<file path="config.mk">
export PLATFORM = sky130hd
export DESIGN_NAME = stopwatch_ctrl
export DESIGN_NICKNAME = d
export VERILOG_FILES = /design/src/rtl/stopwatch_ctrl.sv
export SDC_FILE = /design/constraint.sdc
export NUM_CORES = 1
export LEC_CHECK = 0
export BUFFER_PORTS_ARGS = -buffer_cell sky130_fd_sc_hd__clkbuf_2
export CORE_AREA = 2 2 58 60
export CTS_CLUSTER_DIAMETER = 200
export DETAILED_ROUTE_END_ITERATION = 8
export DIE_AREA = 0 0 60 62
export PLACE_DENSITY = 0.79
export REMOVE_ABC_BUFFERS = 1
export SETUP_SLACK_MARGIN = 0.2
export SYNTH_ARGS = -nofsm -noshare
export SYNTH_HDL_FRONTEND = slang
export SYNTH_SLANG_ARGS = --single-unit
</file>
<file path="constraint.sdc">
create_clock -name clk -period 5.8 [get_ports clk]
set_clock_uncertainty 0.2 [all_clocks]
set_input_delay 1.16 -clock clk [delete_from_list [all_inputs] [get_ports clk]]
set_output_delay 1.16 -clock clk [all_outputs]
set_load 0.05 [all_outputs]
</file>
<file path="src/rtl/stopwatch_ctrl.sv">
// rtl/stopwatch_ctrl.sv - stopwatch run-control sequencer with seconds prescaler
module stopwatch_ctrl #(
  parameter int TICK_DIV    = 100000000,
  parameter int PS_W        = 27,
  parameter int SEC_MAX     = 59,
  parameter int MIN_MAX     = 99,
  parameter int STOP_AT_MAX = 1
) (
  input  logic       clk,
  input  logic       rst,
  input  logic       start,
  input  logic       stop,
  input  logic       clear,
  input  logic [5:0] sec_count,
  input  logic [7:0] min_count,
  output logic       sec_en,
  output logic       min_en,
  output logic       cnt_clear,
  output logic       running,
  output logic [1:0] state
);

  typedef enum logic [1:0] {
    ST_IDLE  = 2'b00,
    ST_RUN   = 2'b01,
    ST_PAUSE = 2'b10,
    ST_DONE  = 2'b11
  } state_t;

  localparam logic [PS_W-1:0] PS_LAST = PS_W'(TICK_DIV - 1);

  state_t          r_state;
  logic [PS_W-1:0] r_ps;
  logic            r_sec_en;
  logic            r_cnt_clear;
  logic            r_running;

  state_t          w_next_state;
  logic [PS_W-1:0] w_next_ps;
  logic            w_next_sec_en;
  logic            w_next_cnt_clear;
  logic            w_wrap;
  logic            w_terminal;

  // A wrap is only meaningful while running; a terminal wrap parks the watch in DONE.
  always_comb begin
    w_wrap     = (r_state == ST_RUN) && (r_ps == PS_LAST);
    w_terminal = w_wrap && (sec_count == 6'(SEC_MAX)) &&
                 (min_count == 8'(MIN_MAX)) && (STOP_AT_MAX != 0);
  end

  // Next-state, prescaler and registered-pulse decode; clear beats stop beats start.
  always_comb begin
    w_next_state     = r_state;
    w_next_ps        = r_ps;
    w_next_sec_en    = 1'b0;
    w_next_cnt_clear = 1'b0;
    case (r_state)
      ST_IDLE: begin
        if (clear) begin
          w_next_cnt_clear = 1'b1;
          w_next_ps        = '0;
        end else if (stop) begin
          w_next_state = ST_IDLE;
        end else if (start) begin
          w_next_state = ST_RUN;
          w_next_ps    = '0;
        end
      end
      ST_RUN: begin
        if (clear) begin
          w_next_state     = ST_IDLE;
          w_next_ps        = '0;
          w_next_cnt_clear = 1'b1;
        end else if (stop) begin
          // Prescaler holds so a resume finishes the partial second.
          w_next_state = ST_PAUSE;
        end else if (w_wrap) begin
          w_next_ps = '0;
          if (w_terminal) begin
            w_next_state = ST_DONE;
          end else begin
            w_next_sec_en = 1'b1;
          end
        end else begin
          w_next_ps = r_ps + 1'b1;
        end
      end
      ST_PAUSE: begin
        if (clear) begin
          w_next_state     = ST_IDLE;
          w_next_ps        = '0;
          w_next_cnt_clear = 1'b1;
        end else if (stop) begin
          w_next_state = ST_PAUSE;
        end else if (start) begin
          w_next_state = ST_RUN;
        end
      end
      ST_DONE: begin
        if (clear) begin
          w_next_state     = ST_IDLE;
          w_next_ps        = '0;
          w_next_cnt_clear = 1'b1;
        end
      end
      default: begin
        w_next_state = ST_IDLE;
        w_next_ps    = '0;
      end
    endcase
  end

  // State, prescaler and registered output pulses.
  always_ff @(posedge clk) begin
    if (rst) begin
      r_state     <= ST_IDLE;
      r_ps        <= '0;
      r_sec_en    <= 1'b0;
      r_cnt_clear <= 1'b0;
      r_running   <= 1'b0;
    end else begin
      r_state     <= w_next_state;
      r_ps        <= w_next_ps;
      r_sec_en    <= w_next_sec_en;
      r_cnt_clear <= w_next_cnt_clear;
      r_running   <= (w_next_state == ST_RUN);
    end
  end

  // Minutes advance on the same edge the seconds counter rolls over.
  always_comb begin
    sec_en    = r_sec_en;
    min_en    = r_sec_en && (sec_count == 6'(SEC_MAX));
    cnt_clear = r_cnt_clear;
    running   = r_running;
    state     = r_state;
  end

endmodule

</file>
==> results of run 1 <==
[layout make-up]
class | count | area (sq um)
Fill cell | 283 | 1200
Multi-Input combinational cell | 165 | 1060
Sequential cell | 32 | 641
Timing Repair Buffer | 25 | 128
Tap cell | 46 | 57.6
Clock inverter | 3 | 42.5
Clock buffer | 5 | 37.5
Inverter | 4 | 15.0
[per-stage QoR]
step	util, %	hold slack [ns]	setup slack (ns)
after floorplan	-	0.243	2.60
after global placement	59.7	0.270	2.53
after detailed placement	59.7	0.281	2.52
after CTS	62.2	0.295	2.51
after global routing	62.2	0.321	2.46
final	62.2	0.291	2.52
[path summary, 6_finish.rpt]
check / start / to / cells past startpoint
max: sec_count[2] / min_en / 5
min: r_ps[1] / r_ps[1] / 2
max reg2reg: r_ps[0] / r_ps[13] / 6
min reg2reg: r_ps[1] / r_ps[1] / 2
[layer usage]
layer  vias to the layer above  wire, microns  global-route usage [%]
li1                        823              -                       -
met1                       759           1780                    26.9
met2                        49           1750                    38.4
met3                         5            225                    4.76
met4                         0             55                    9.52
met5                         -              0                       0
[report_power, final]
part           leakage, uW  switching, uW  internal [uW]  total (uW)
Clock            0.0000412           80.4           89.8         170
Combinational     0.000363           17.5           10.2        27.7
Sequential        0.000258           1.02            221         222
Total             0.000662           98.9            321         420
[logic make-up (layout without fill, tap and decap cells)]
group / after synthesis / in the layout / share of synthesized area [%]
xor gates and xnor gates: 14 / 14 / 7.00
DFF: 32 / 32 / 36.6
adders and majority gates: 1 / 1 / 0.714
AOI/OAI and AO/OA: 39 / 39 / 16.1
buffers and inverters: 10 / 37 / 3.14
and+or+nand+nor: 111 / 111 / 36.4
[cells in the final DEF, fill, tap and decap left out, types with 5 or more instances in the layout]
master and count:
sky130_fd_sc_hd__xnor2_1 8, sky130_fd_sc_hd__a21oi_1 8, sky130_fd_sc_hd__xor2_1 6, sky130_fd_sc_hd__nand3_1 9, sky130_fd_sc_hd__nor4_1 5, sky130_fd_sc_hd__dfxtp_1 32
sky130_fd_sc_hd__nor3_1 5, sky130_fd_sc_hd__a31oi_1 6, sky130_fd_sc_hd__clkbuf_4 5, sky130_fd_sc_hd__clkbuf_2 24, sky130_fd_sc_hd__or3_1 6, sky130_fd_sc_hd__nand2_1 20
sky130_fd_sc_hd__o21ai_0 7, sky130_fd_sc_hd__nor2_1 22, sky130_fd_sc_hd__nand4_1 8, sky130_fd_sc_hd__and3_1 9
[sequential cells by signal (all words and copies together), names as in the netlist]
signal	flops
r_ps	27
state	2
cnt_clear	1
running	1
sec_en	1
[worst max-delay path, delay by kind of cell]
| family | cells | cell delay (ns) |
|---|---|---|
| and+or+nand+nor | 3 | 0.42 |
| buffers and inverters | 2 | 0.34 |
==> impl_metrics.py, run 1 <==
metrics = {
    "floorplanning": {
        "chipHeight_microns": 62,
        "initial_standard_cell_utilization_of_the_core_pct": 55.1,
        "die_x_microns": 60,
        "die-area_sq_um": 3720,
        "num_io_pins": 25,
        "floorplan.rows": 21,
        "core_region_area_sq_um": 3180,
    },
    "logic_synthesis": {
        "post_synthesis_register_bit_count": 32,
        "synth_top_flop_cell": "sky130_fd_sc_hd__dfxtp_1",
        "synth.lib_cells_used.distinct": 48,
        "synth_top_cell_by_area": "sky130_fd_sc_hd__dfxtp_1",
        "post_synthesis_average_cell_area_sq_um": 8.46,
        "syn-instance-count": 207,
        "synth_most_common_cell": "sky130_fd_sc_hd__dfxtp_1",
        "synth.cell_area_sq_um": 1750,
        "post-synth-top-area-fraction_pct": 36.6,
        "synth_commonest_cells": "sky130_fd_sc_hd__dfxtp_1, sky130_fd_sc_hd__nor2_1, sky130_fd_sc_hd__nand2_1",
        "synth_edf_count": 0,
        "ys_top_cells_by_area": "sky130_fd_sc_hd__dfxtp_1, sky130_fd_sc_hd__nor2_1, sky130_fd_sc_hd__nand2_1, sky130_fd_sc_hd__xnor2_1, sky130_fd_sc_hd__and3_1",
        "yosys_warnings": 0,
        "synth_seq_area_share_pct": 36.6,
        "postSynth.asyncResetShare_pct": 0,
    },
    "worst_setup_path": {
        "timing.critical_path.slowest_cell_delay_ns": 0.27,
        "worst_ep_arrival_time_ns": 1.92,
        "crit_path_cell_trace": "clkbuf_2 -> nand4b_1 -> nor2_1 -> and2_1 -> clkbuf_2",
        "critPathRequiredTime_ns": 4.44,
        "worstSetupStartpointType": "input port",
        "critPathMostFrequentCell": "sky130_fd_sc_hd__clkbuf_2",
        "reg2reg_setup_slack_ns": 2.93,
        "path_class": "input port to output port",
        "critPathSlowestCell": "sky130_fd_sc_hd__clkbuf_2",
        "timing.critical_path.to_type": "output port",
        "worst_path_max_fanout": 2,
    },
    "finish": {
        "insertedDiodeCount": 0,
        "final-instance-count-excl-fill": 280,
        "layout.nets": 253,
        "area_growth_pct": 12.9,
        "layout-drive-gt1-share_pct": 19.7,
        "final_design_area_no_fill_sq_um": 1980,
    },
    "place": {
        "gp_routability_congestion": 0.804,
        "placed_cells_incl_taps": 272,
        "numPortBuffers": 24,
        "placed_area_sq_um": 1900,
        "place.detailed.hpwl_mm": 2.67,
    },
    "sta": {
        "hold_viol": 0,
        "maximum_frequency_from_static_timing_analysis_mhz": 305,
        "setup-tns-final_ns": 0,
        "fin_crit_sh_pct": 56.6,
        "tightestPinTransition_ns": 0.869,
        "slew_headroom_pct": 41.6,
        "grt_setup_unrepaired": "no",
        "drv_slew": 0,
        "finalCriticalPeriod_ns": 3.28,
        "final-setup-viol-count": 0,
    },
    "clock_tree": {
        "htree_num_levels": 2,
        "post_cts_resized": 0,
        "clockRootBuffer": "sky130_fd_sc_hd__clkbuf_4",
        "clk-insertion-delay-late_ns": 0.34,
        "clock_tree_from_tritoncts": "done",
        "cts_post_setup_buffers_inserted": 0,
        "clock_sink_count": 32,
        "clk_pin_slew_worst_paths_ns": 0.11,
        "cts_buffers": 5,
        "worst_case_clock_buffer_depth": 2,
        "hold_buffers": 0,
    },
    "drt": {
        "post_drt_wl_per_cell_microns": 13.6,
        "routed_via_density": 5.84,
        "wirelength_mm": 3.81,
        "vias": 1636,
        "route.antenna.remaining_nets": 0,
        "dr.pass1.iters": 4,
        "remaining_drc_errors": 0,
        "initialDrtViolationCount": 63,
    },
    "power_and_ir_drop": {
        "total_leakage_power_uw": 0.000662,
        "total_power_uw": 420,
        "power.density_cell_area_nw_per_um2": 212,
        "worst_ir_drop_vdd_mv": 0.146,
    },
    "global_routing": {
        "initial_antenna_violation_count": 0,
        "via_count_of_the_first_global_routing_pass": 1488,
        "grt_max_degree": 23,
        "overall_global_routing_usage_pct": 22.3,
        "grt.overflow.total": 0,
        "grt_first_pass_wirelength_mm": 6.26,
    },
    "flow_run": {
        "cap_viol_max_count": 0,
    },
    "outcome": {
        "status": "complete, no violations",
    },
    "hold_path": {
        "type_of_the_most_critical_hold_path": "register to register",
    },
}
Power figures use the tool's default switching activity.
==> run 2, diff against run 1 <==
--- a/config.mk
+++ b/config.mk
@@ -5,12 +5,13 @@
 export SDC_FILE = /design/constraint.sdc
 export NUM_CORES = 1
 export LEC_CHECK = 0
+export ABC_AREA = 1
 export BUFFER_PORTS_ARGS = -buffer_cell sky130_fd_sc_hd__clkbuf_2
-export CORE_AREA = 2 2 58 60
+export CORE_AREA = 2 2 63 65
 export CTS_CLUSTER_DIAMETER = 200
 export DETAILED_ROUTE_END_ITERATION = 8
-export DIE_AREA = 0 0 60 62
-export PLACE_DENSITY = 0.79
+export DIE_AREA = 0 0 65 67
+export PLACE_DENSITY = 0.78
 export REMOVE_ABC_BUFFERS = 1
 export SETUP_SLACK_MARGIN = 0.2
 export SYNTH_ARGS = -nofsm -noshare
==> constraint.sdc (replaced) <==
create_clock -name clk -period 3.2 [get_ports clk]
set_clock_uncertainty 0.2 [all_clocks]
set_input_delay 0.64 -clock clk [delete_from_list [all_inputs] [get_ports clk]]
set_output_delay 0.64 -clock clk [all_outputs]
set_load 0.05 [all_outputs]
==> impl_metrics.py, run 2 <==
metrics = {
    "global_routing": {
        "via_count_of_the_first_global_routing_pass": 1997,
        "grt_first_pass_wirelength_mm": 8.76,
        "initial_antenna_violation_count": 0,
        "grt.overflow.total": 0,
        "grt_max_degree": 20,
        "overall_global_routing_usage_pct": 26.7,
    },
    "logic_synthesis": {
        "synth.lib_cells_used.distinct": 28,
        "synth_commonest_cells": "sky130_fd_sc_hd__nand2_1, sky130_fd_sc_hd__nor2_1, sky130_fd_sc_hd__inv_1",
        "synth_top_flop_cell": "sky130_fd_sc_hd__dfxtp_1",
        "synth_most_common_cell": "sky130_fd_sc_hd__nand2_1",
        "yosys_warnings": 0,
        "synth_top_cell_by_area": "sky130_fd_sc_hd__dfxtp_1",
        "post_synthesis_register_bit_count": 32,
        "post_synthesis_average_cell_area_sq_um": 6.02,
        "synth_seq_area_share_pct": 30.7,
        "postSynth.asyncResetShare_pct": 0,
        "syn-instance-count": 346,
        "post-synth-top-area-fraction_pct": 30.7,
        "synth.cell_area_sq_um": 2080,
        "ys_top_cells_by_area": "sky130_fd_sc_hd__dfxtp_1, sky130_fd_sc_hd__nand2_1, sky130_fd_sc_hd__nor2_1, sky130_fd_sc_hd__inv_1, sky130_fd_sc_hd__nand3_1",
        "synth_edf_count": 0,
    },
    "hold_path": {
        "holdPathEnd": "r_ps[1]",
        "hold_path_startpoint": "r_ps[1]",
        "type_of_the_most_critical_hold_path": "register to register",
        "hold_path_depth": 2,
    },
    "finish": {
        "final_core_utilization_pct": 65.3,
        "layout-drive-gt1-share_pct": 17.9,
        "regArea_sq_um": 641,
        "number_of_flip_flops_in_the_largest_register": 27,
        "multiInputGateArea_sq_um": 1240,
        "insertedDiodeCount": 0,
        "fill_cells": 337,
        "layout.nets": 394,
        "most-common-layout-cells": "sky130_fd_sc_hd__nand2_1, sky130_fd_sc_hd__nor2_1, sky130_fd_sc_hd__inv_1, sky130_fd_sc_hd__dfxtp_1, sky130_fd_sc_hd__nand3_1",
        "max_flop_register": "r_ps",
        "area_growth_pct": 13.0,
        "layout_commonest_cell": "sky130_fd_sc_hd__nand2_1",
    },
    "floorplanning": {
        "num_io_pins": 25,
        "floorplan.rows": 22,
        "initial_standard_cell_utilization_of_the_core_pct": 57.8,
        "die_x_microns": 65,
        "chipHeight_microns": 67,
        "core_region_area_sq_um": 3610,
        "die-area_sq_um": 4360,
    },
    "drt": {
        "vias": 2227,
        "remaining_drc_errors": 0,
        "wirelength_mm": 5.24,
        "post_drt_wl_per_cell_microns": 12.4,
        "route.antenna.remaining_nets": 0,
        "routed_via_density": 5.26,
        "initialDrtViolationCount": 131,
        "dr.pass1.iters": 6,
    },
    "clock_tree": {
        "clk_pin_slew_worst_paths_ns": 0.07,
        "clk-insertion-delay-late_ns": 0.29,
        "clock_tree_from_tritoncts": "done",
        "worst_case_clock_buffer_depth": 2,
        "cts_buffers": 5,
        "post_cts_resized": 0,
        "cts_post_setup_buffers_inserted": 0,
        "clockRootBuffer": "sky130_fd_sc_hd__clkbuf_8",
        "hold_buffers": 0,
        "clock_sink_count": 32,
        "htree_num_levels": 2,
    },
    "place": {
        "gp_routability_congestion": 0.975,
        "numPortBuffers": 24,
        "place.detailed.hpwl_mm": 4.10,
    },
    "worst_setup_path": {
        "critical_path.reg2reg.endpoint": "r_ps[17]",
        "path_buf_inv": 2,
        "path_class": "input port to output port",
        "worstSetupStartpointType": "input port",
        "reg2reg_setup_slack_ns": 1.27,
        "crit_family": "buffers and inverters",
        "critPathSlowestCell": "sky130_fd_sc_hd__clkbuf_2",
        "r2r_cells": 10,
        "worst_ep_arrival_time_ns": 1.31,
        "timing.critical_path.slowest_cell_delay_ns": 0.28,
        "worst_path_max_fanout": 2,
        "critPathRequiredTime_ns": 2.36,
        "crit-reg2reg-launch": "r_ps[1]",
        "timing.critical_path.to_type": "output port",
        "crit_path_cell_trace": "clkbuf_2 -> nand2_1 -> nor2_1 -> nand3_1 -> nor2_1 -> clkbuf_2",
    },
    "sta": {
        "slew_headroom_pct": 72.9,
        "fin_worst_hold_slack_ns": 0.301,
        "hold_viol": 0,
        "grt_setup_unrepaired": "no",
        "finalCriticalPeriod_ns": 2.15,
        "final-setup-viol-count": 0,
        "drv_slew": 0,
        "tightestPinTransition_ns": 0.405,
        "maximum_frequency_from_static_timing_analysis_mhz": 465,
        "fin_crit_sh_pct": 67.3,
        "setup-tns-final_ns": 0,
    },
    "power_and_ir_drop": {
        "total_power_uw": 845,
        "worst_ir_drop_vdd_mv": 0.273,
        "power.density_cell_area_nw_per_um2": 358,
        "total_leakage_power_uw": 0.000911,
    },
    "flow_run": {
        "cap_viol_max_count": 0,
    },
    "outcome": {
        "status": "complete, no violations",
    },
}
-- run 2: cell count changes in the layout (fill, tap and decap cells not counted), sizes merged, moves of 4 or more --
cell and change:
nand2 +77, nor2 +64, inv +43, nand3 +19
and3 -9, xnor2 -8, a31oi -6, nor3 +6
or3 -6, nor4 -5, and2 -4
-- run 2: worst reg2reg max path, stage by stage, from the launching register on --
cell	delay, ns
sky130_fd_sc_hd__dfxtp_1	0.36
sky130_fd_sc_hd__ha_1	0.21
sky130_fd_sc_hd__nand3_1	0.15
sky130_fd_sc_hd__inv_2	0.12
sky130_fd_sc_hd__nand2_2	0.08
sky130_fd_sc_hd__nor2_4	0.15
sky130_fd_sc_hd__nand2_4	0.11
sky130_fd_sc_hd__nand2_4	0.09
sky130_fd_sc_hd__nand2_4	0.08
sky130_fd_sc_hd__nand2_4	0.18
sky130_fd_sc_hd__nor2_1	0.09
-- run 2: kinds of logic (layout without fill, tap and decap cells) --
logic type               after synthesis  in the layout  synth area share, %
XOR/XNOR                               4              4                 1.68
AO/OA/AOI/OAI                         23             23                 5.88
buffers and inverters                 51             80                 9.60
flip-flops                            32             32                 30.7
AND/OR/NAND/NOR                      235            235                 51.5
adder cells (fa/ha/maj)                1              1                0.600
-- run 2: routing by layer --
layer  wire length [microns]  part of all wire (%)  global-route usage, %
met2                    2410                    46                   45.2
met5                       0                     0                      0
met4                     110                   2.1                   9.57
met3                     398                   7.6                   8.11
met1                    2310                    44                   31.8
-- run 2: layout make-up --
type	count	share of cell area [%]
Tap cell	48	2.55
Clock inverter	3	1.81
Timing Repair Buffer	24	5.10
Clock buffer	5	2.92
Multi-Input combinational cell	263	52.8
Sequential cell	32	27.2
Inverter	48	7.65
-- run 2: power breakdown --
group	internal (uW)	switching, uW	total (uW)
clock	230	156	386
sequential	400	1.10	401
combinational	17.1	40.2	57.3
total	647	197	845
-- run 2: stage by stage --
step | instances | worst slack, ns | cell area [sq um]
after floorplan | 343 | 0.862 | 2060
after global placement | 415 | 1.02 | 2240
after detailed placement | 415 | 0.980 | 2240
after CTS | 423 | 1.03 | 2360
after global routing | 423 | 0.956 | 2360
final | 423 | 1.05 | 2360
-- run 2: how the worst max path moves through the flow --
stage | startpoint | end | slack (ns) | cells past startpoint
floorplan | sec_count[1] | min_en | 0.86 | 4
finish | sec_count[1] | min_en | 1.05 | 6
global route | sec_count[1] | min_en | 0.96 | 6
global placement | stop | r_ps[26] | 1.02 | 9
CTS | sec_count[1] | min_en | 1.03 | 6
detailed placement | stop | r_ps[26] | 0.98 | 9
